<file path="config.mk">
export PLATFORM = sky130hd
export DESIGN_NAME = screen_sequencer
export DESIGN_NICKNAME = d
export VERILOG_FILES = /design/src/rtl/snake_screen_pkg.sv /design/src/rtl/screen_sequencer_edge_rise.sv /design/src/rtl/screen_sequencer.sv
export SDC_FILE = /design/constraint.sdc
export NUM_CORES = 1
export LEC_CHECK = 0
export ABC_AREA = 0
export BUFFER_PORTS_ARGS = -buffer_cell sky130_fd_sc_hd__buf_2
export CAP_MARGIN = 40
export CORE_MARGIN = 2
export CORE_UTILIZATION = 32
export DETAILED_ROUTE_END_ITERATION = 10
export SLEW_MARGIN = 20
export SYNTH_ARGS = -nofsm -noshare
export SYNTH_HDL_FRONTEND = slang
export SYNTH_SLANG_ARGS = --single-unit
</file>
<file path="constraint.sdc">
create_clock -name clk -period 3.6 [get_ports clk]
set_input_delay 0.54 -clock clk [delete_from_list [all_inputs] [get_ports clk]]
set_output_delay 0.54 -clock clk [all_outputs]
set_load 0.005 [all_outputs]
</file>
<file path="src/rtl/snake_screen_pkg.sv">
`timescale 1ns/1ps
// -----------------------------------------------------------------------------
// snake_screen_pkg
// Shared definitions for the Snake VGA screen flow:
//   - screen_sel encoding used by the sequencer and the fill-engine decoder
//   - screen sequencer state enum
//   - default fill geometry (160x120 pixels)
//   - helpers decoding a state into its fill source / write enable
// -----------------------------------------------------------------------------
package snake_screen_pkg;

   localparam int PIXELS_DEF = 19200;
   localparam int ADDR_W_DEF = 15;

   localparam logic [2:0] SEL_NONE     = 3'd0;
   localparam logic [2:0] SEL_TITLE    = 3'd1;
   localparam logic [2:0] SEL_BLACK    = 3'd2;
   localparam logic [2:0] SEL_GAMEOVER = 3'd3;
   localparam logic [2:0] SEL_RED      = 3'd4;
   localparam logic [2:0] SEL_PAUSED   = 3'd5;

   typedef enum logic [3:0] {
      ST_DRAW_TITLE = 4'd0,
      ST_TITLE      = 4'd1,
      ST_DRAW_BLACK = 4'd2,
      ST_PLAY       = 4'd3,
      ST_DRAW_PAUSE = 4'd4,
      ST_PAUSED     = 4'd5,
      ST_DRAW_OVER  = 4'd6,
      ST_OVER_WAIT  = 4'd7,
      ST_DRAW_RED   = 4'd8,
      ST_RED_WAIT   = 4'd9
   } state_t;

   // Fill source for a state; wait states select nothing.
   function automatic logic [2:0] state_sel(input state_t st);
      logic [2:0] sel;
      case (st)
         ST_DRAW_TITLE: sel = SEL_TITLE;
         ST_DRAW_BLACK: sel = SEL_BLACK;
         ST_DRAW_PAUSE: sel = SEL_PAUSED;
         ST_DRAW_OVER:  sel = SEL_GAMEOVER;
         ST_DRAW_RED:   sel = SEL_RED;
         default:       sel = SEL_NONE;
      endcase
      return sel;
   endfunction

   // True for every DRAW_* state, i.e. whenever the framebuffer is written.
   function automatic logic is_draw(input state_t st);
      return (state_sel(st) != SEL_NONE);
   endfunction

endpackage

</file>
<file path="src/rtl/screen_sequencer_edge_rise.sv">
`timescale 1ns/1ps
// -----------------------------------------------------------------------------
// edge_rise
// One-bit rising-edge detector: rise is high while d is high and the previous
// sampled value was low, so a held level produces a single pulse.
// Ports:
//   clk  in  system clock
//   rst  in  asynchronous active-low reset (history register cleared)
//   d    in  button level
//   rise out d & ~d_q
// -----------------------------------------------------------------------------
module edge_rise (
   input  logic clk,
   input  logic rst,
   input  logic d,
   output logic rise
);

   logic d_q_r;

   // Previous-cycle sample of the button level.
   always_ff @(posedge clk or negedge rst) begin
      if (!rst) begin
         d_q_r <= 1'b0;
      end else begin
         d_q_r <= d;
      end
   end

   assign rise = d & ~d_q_r;

endmodule

</file>
<file path="src/rtl/screen_sequencer.sv">
`timescale 1ns/1ps
// -----------------------------------------------------------------------------
// screen_sequencer
// Screen-flow controller for the Snake VGA front end. Sequences title, play,
// pause and game-over screens, drives the framebuffer fill engine with a
// screen-select code, write enable and pixel address, and gates the game core.
// Parameters:
//   PIXELS   pixels per full-screen fill
//   ADDR_W   address width (2**ADDR_W >= PIXELS)
//   FLASHES  red flashes before returning to title; 0 = flash until start
// Ports:
//   clk        in  system clock
//   rst        in  asynchronous active-low reset
//   start      in  start/restart button level
//   pause      in  pause toggle button level
//   isDead     in  game core death flag
//   tick       in  one-cycle flash-rate strobe
//   screen_sel out fill source (see snake_screen_pkg)
//   addr       out pixel write address
//   wren       out framebuffer write enable
//   go         out game core run enable
// -----------------------------------------------------------------------------
module screen_sequencer
   import snake_screen_pkg::*;
#(
   parameter int PIXELS  = PIXELS_DEF,
   parameter int ADDR_W  = ADDR_W_DEF,
   parameter int FLASHES = 0
) (
   input  logic              clk,
   input  logic              rst,
   input  logic              start,
   input  logic              pause,
   input  logic              isDead,
   input  logic              tick,
   output logic [2:0]        screen_sel,
   output logic [ADDR_W-1:0] addr,
   output logic              wren,
   output logic              go
);

   // Counter must be able to hold FLASHES itself.
   localparam int FC_W = (FLASHES == 0) ? 1 : $clog2(FLASHES + 1);
   localparam logic [ADDR_W-1:0] LAST_ADDR = ADDR_W'(PIXELS - 1);

   state_t            state_r;
   state_t            state_next_s;
   logic [ADDR_W-1:0] addr_r;
   logic [ADDR_W-1:0] addr_next_s;
   logic [FC_W-1:0]   flash_cnt_r;
   logic [FC_W-1:0]   flash_cnt_next_s;
   logic              start_rise_s;
   logic              pause_rise_s;
   logic              wren_s;
   logic              fill_done_s;
   logic              flash_limit_s;

   edge_rise u_start_rise (
      .clk  (clk),
      .rst  (rst),
      .d    (start),
      .rise (start_rise_s)
   );

   edge_rise u_pause_rise (
      .clk  (clk),
      .rst  (rst),
      .d    (pause),
      .rise (pause_rise_s)
   );

   assign wren_s        = is_draw(state_r);
   assign fill_done_s   = wren_s && (addr_r == LAST_ADDR);
   assign flash_limit_s = (FLASHES != 0) && (flash_cnt_r == FC_W'(FLASHES));

   // Next-state logic; buttons and tick are only looked at in wait states.
   always_comb begin
      state_next_s = state_r;
      case (state_r)
         ST_DRAW_TITLE: begin
            if (fill_done_s) state_next_s = ST_TITLE;
            else             state_next_s = state_r;
         end
         ST_TITLE: begin
            if (start_rise_s) state_next_s = ST_DRAW_BLACK;
            else              state_next_s = state_r;
         end
         ST_DRAW_BLACK: begin
            if (fill_done_s) state_next_s = ST_PLAY;
            else             state_next_s = state_r;
         end
         ST_PLAY: begin
            // Death outranks a simultaneous pause press.
            if (isDead)            state_next_s = ST_DRAW_OVER;
            else if (pause_rise_s) state_next_s = ST_DRAW_PAUSE;
            else                   state_next_s = state_r;
         end
         ST_DRAW_PAUSE: begin
            if (fill_done_s) state_next_s = ST_PAUSED;
            else             state_next_s = state_r;
         end
         ST_PAUSED: begin
            // Resume repaints black; the core redraws its field while go=0.
            if (pause_rise_s) state_next_s = ST_DRAW_BLACK;
            else              state_next_s = state_r;
         end
         ST_DRAW_OVER: begin
            if (fill_done_s) state_next_s = ST_OVER_WAIT;
            else             state_next_s = state_r;
         end
         ST_OVER_WAIT: begin
            if (start_rise_s) state_next_s = ST_DRAW_TITLE;
            else if (tick)    state_next_s = ST_DRAW_RED;
            else              state_next_s = state_r;
         end
         ST_DRAW_RED: begin
            if (fill_done_s) state_next_s = ST_RED_WAIT;
            else             state_next_s = state_r;
         end
         ST_RED_WAIT: begin
            // flash_cnt already counts the red fill just completed.
            if (start_rise_s)              state_next_s = ST_DRAW_TITLE;
            else if (tick && flash_limit_s) state_next_s = ST_DRAW_TITLE;
            else if (tick)                 state_next_s = ST_DRAW_OVER;
            else                           state_next_s = state_r;
         end
         default: state_next_s = ST_DRAW_TITLE;
      endcase
   end

   // Address and flash counter next values.
   always_comb begin
      addr_next_s      = addr_r;
      flash_cnt_next_s = flash_cnt_r;
      // Every state change starts the next fill from pixel 0.
      if (state_next_s != state_r) addr_next_s = '0;
      else if (fill_done_s)        addr_next_s = '0;
      else if (wren_s)             addr_next_s = addr_r + 1'b1;
      else                         addr_next_s = '0;

      if ((state_next_s == ST_DRAW_TITLE) && (state_r != ST_DRAW_TITLE))
         flash_cnt_next_s = '0;
      else if ((state_r == ST_DRAW_RED) && fill_done_s)
         flash_cnt_next_s = flash_cnt_r + 1'b1;
      else
         flash_cnt_next_s = flash_cnt_r;
   end

   // State, address and flash counter registers.
   always_ff @(posedge clk or negedge rst) begin
      if (!rst) begin
         state_r     <= ST_DRAW_TITLE;
         addr_r      <= '0;
         flash_cnt_r <= '0;
      end else begin
         state_r     <= state_next_s;
         addr_r      <= addr_next_s;
         flash_cnt_r <= flash_cnt_next_s;
      end
   end

   assign screen_sel = state_sel(state_r);
   assign wren       = wren_s;
   assign go         = (state_r == ST_PLAY);
   assign addr       = addr_r;

endmodule

</file>
==> impl_metrics.json <==
{
  "gr-total-overflow": 0,
  "drc": 0,
  "status": "completed",
  "synth.avg_cell_area_um2": 9.299,
  "grt_usage_pct": 12.86,
  "cts_resized": 0,
  "grt_pass1_vias": 981,
  "p_clk_share_pct": 14.8,
  "io_buffers": 25,
  "synth_top_area_share_pct": 45.21,
  "h-tree-depth": 1,
  "tightestPinTransition_ns": 0.4684,
  "grt_max_degree": 22,
  "synth_area_um2": 1162,
  "path_clk_slew_ns": 0.11,
  "hold_violations": 0,
  "core_um2": 3416,
  "p_total_mw": 0.7644,
  "vias_per_cell": 5.067,
  "finalMaxSlewViolations": 0,
  "reg2reg_to": "addr[13]",
  "vias": 988,
  "path_class": "reg -> out",
  "synth_top_area_cell": "dfrtp_1",
  "fin_nets": 157,
  "seqPwrFrac_pct": 51.5,
  "start_util_pct": 34.03,
  "pre_cts_ws_ns": 1.878,
  "num_io_pins": 26,
  "rsz0062_at_grt": "false",
  "dpl_cell_area_um2": 1325,
  "fmax_ghz": 0.4815,
  "drive_above_1_share_pct": 20.81,
  "p_switching_mw": 0.2933,
  "dieArea_um2": 4131,
  "cap_violations": 0,
  "worstPathRequired_ns": 3.06,
  "drt_iter0_markers": 56,
  "yosysSeqAreaShare_pct": 45.21,
  "cp_max_fo": 13,
  "place.gp.congestion": 0.7601,
  "ctsHoldBuffers": 0,
  "cts-buffers-inserted": 3,
  "cp-end-kind": "primary output",
  "syn2layout_area_growth_pct": 16.25,
  "arrival_ns": 1.54,
  "insertion_delay_ns": 0.30,
  "period_needed_ns": 2.077,
  "reg2reg_slack_ns": 1.89,
  "p_sw_share_pct": 38.38,
  "ys_warn_count": 0,
  "combPwrFrac_pct": 33.7,
  "ys_ff_latch": 21,
  "wl_mm": 2.468,
  "row_count": 21,
  "syn_nets": 132,
  "yosys.cell_types.count": 37,
  "ant_nets": 0,
  "cts_buffer_depth": 2,
  "cts_setup_buffers": 0,
  "wl_per_cell_um": 12.66,
  "n_antenna_cell": 0,
  "ys_top_cells_by_area": "dfrtp_1 45%, xnor2_1 6.8%, nor2_1 5.2%, nand3_1 3.9%, nor2b_1 2.7%",
  "clockRootBuffer": "clkbuf_4",
  "ir_worst_vdd_mv": 0.2623,
  "setup_viol": 0,
  "drt-pass1-iter-count": 4,
  "p_int_mw": 0.4710,
  "grt_first_pass_wirelength_mm": 4.298,
  "power_density_nw_per_um2": 565.7,
  "clkSinkCount": 21,
  "p_leak_nw": 0.6072,
  "antenna_found_initial": 0,
  "reg2regPathDepth": 4,
  "skew_ns": 0.003728,
  "finalSetupTns_ns": 0,
  "finalWorstSetupSlack_ns": 1.523,
  "relSlewSlack_pct": 68.78,
  "synth_cells": 125,
  "die_w_um": 64.27,
  "start_kind": "register",
  "post-route-cell-area_um2": 1351,
  "finalCritPeriodShare_pct": 57.69,
  "startpoint": "state_r[1]",
  "dp_hpwl_mm": 1.789,
  "cts_tree": "yes",
  "r2r_start": "addr[2]",
  "hp-class": "in -> async",
  "crit_end": "wren",
  "die_h_um": 64.27
}
[through the flow]
stage          cells  utilization [%]  hold slack [ns]
6_report         195            39.56           0.1714
4_1_cts          195            39.56           0.1849
3_5_place_dp     191            38.79           0.5238
2_1_floorplan    125                -           0.2444
5_1_grt          195            39.56           0.2043
3_3_place_gp     191            38.79           0.5163
[cells by family after synthesis]
| family | count (synthesis) | share of synthesized area (%) |
|---|---|---|
| and+or+nand+nor | 62 | 30.03 |
| DFF | 21 | 45.21 |
| AOI/OAI and AO/OA | 18 | 9.903 |
| xor gates and xnor gates | 12 | 9.043 |
| buffers and inverters | 9 | 3.013 |
| muxes | 2 | 1.722 |
| adders and majority gates | 1 | 1.076 |
[synthesized netlist by cell type]
master      n
clkbuf_1    4
nand3_1     9
xor2_1      3
o221ai_1    1
o21ai_0     5
nor3_1      6
buf_2       1
mux2i_1     2
nor2b_1     5
nor4b_1     1
o22a_1      1
dfrtp_1    21
o31ai_1     2
or2_0       1
a21oi_1     5
nand2_1     5
nand4bb_1   1
or2_1       1
or4_1       2
o21bai_1    1
a32oi_1     1
and3_1      2
xnor2_1     9
nand2b_1    3
nand3_2     1
nand4_2     1
a31o_2      1
ha_1        1
inv_1       4
nand3b_1    1
a21o_1      1
nand4_1     1
nor3b_1     1
nor2_1     16
nor4bb_1    2
nor4_1      2
nand4b_1    1
[per-layer routing]
metal / GRT usage, % / vias up / routed length (um)
met1: 17.09 / 464 / 1136
li1: - / 491 / -
met3: 1.056 / 2 / 114
met2: 21.74 / 31 / 1194
met4: 4.787 / 0 / 23
met5: 0 / - / 0
[how the worst min path moves through the flow]
| stage | cells after the start | end | slack (ns) | from |
|---|---|---|---|---|
| floorplan | 0 | addr[0] | 0.24 | rst |
| global placement | 1 | addr[0] | 0.52 | rst |
| detailed placement | 1 | addr[0] | 0.52 | rst |
| CTS | 1 | addr[0] | 0.18 | rst |
| global route | 1 | addr[0] | 0.20 | rst |
| finish | 1 | addr[0] | 0.17 | rst |
[power groups by stage]
stage / Clock, mW / Sequential (mW) / Combinational [mW]
after global routing: 0.124 / 0.410 / 0.294
after global placement: 0 / 0.393 / 0.259
after detailed placement: 0 / 0.396 / 0.261
final: 0.113 / 0.393 / 0.258
after CTS: 0.118 / 0.393 / 0.262
after floorplan: 0 / 0.361 / 0.191
[flip-flops by register name, indices dropped and copies added (netlist names)]
name                count
u_pause_rise.d_q_r      1
u_start_rise.d_q_r      1
state_r                 4
addr                   15
[cell type report]
type	instances	area [um^2]
Tap cell	46	57.56
Multi-Input combinational cell	95	601.8
Sequential cell	21	525.5
Timing Repair Buffer	25	125.1
Inverter	4	15.01
Clock buffer	4	26.28
Fill cell	358	2064
[placed cells by master (no fill, tap or decap), types with 2 or more instances in the layout]
cell type,count
a21oi_1,5
and3_1,2
buf_2,25
clkbuf_4,3
dfrtp_1,21
inv_1,4
mux2i_1,2
nand2_1,5
nand2b_1,3
nand3_1,9
nor2_1,16
nor2b_1,5
nor3_1,6
nor4_1,2
nor4bb_1,2
o21ai_0,5
o31ai_1,2
or4_1,2
xnor2_1,9
xor2_1,3
[critical path, cell delays in order, from the launching register on]
cell and delay, ns:
dfrtp_1 0.52, or2_1 0.30, a21o_1 0.22, inv_1 0.08, buf_2 0.11
Power figures use the tool's default switching activity.
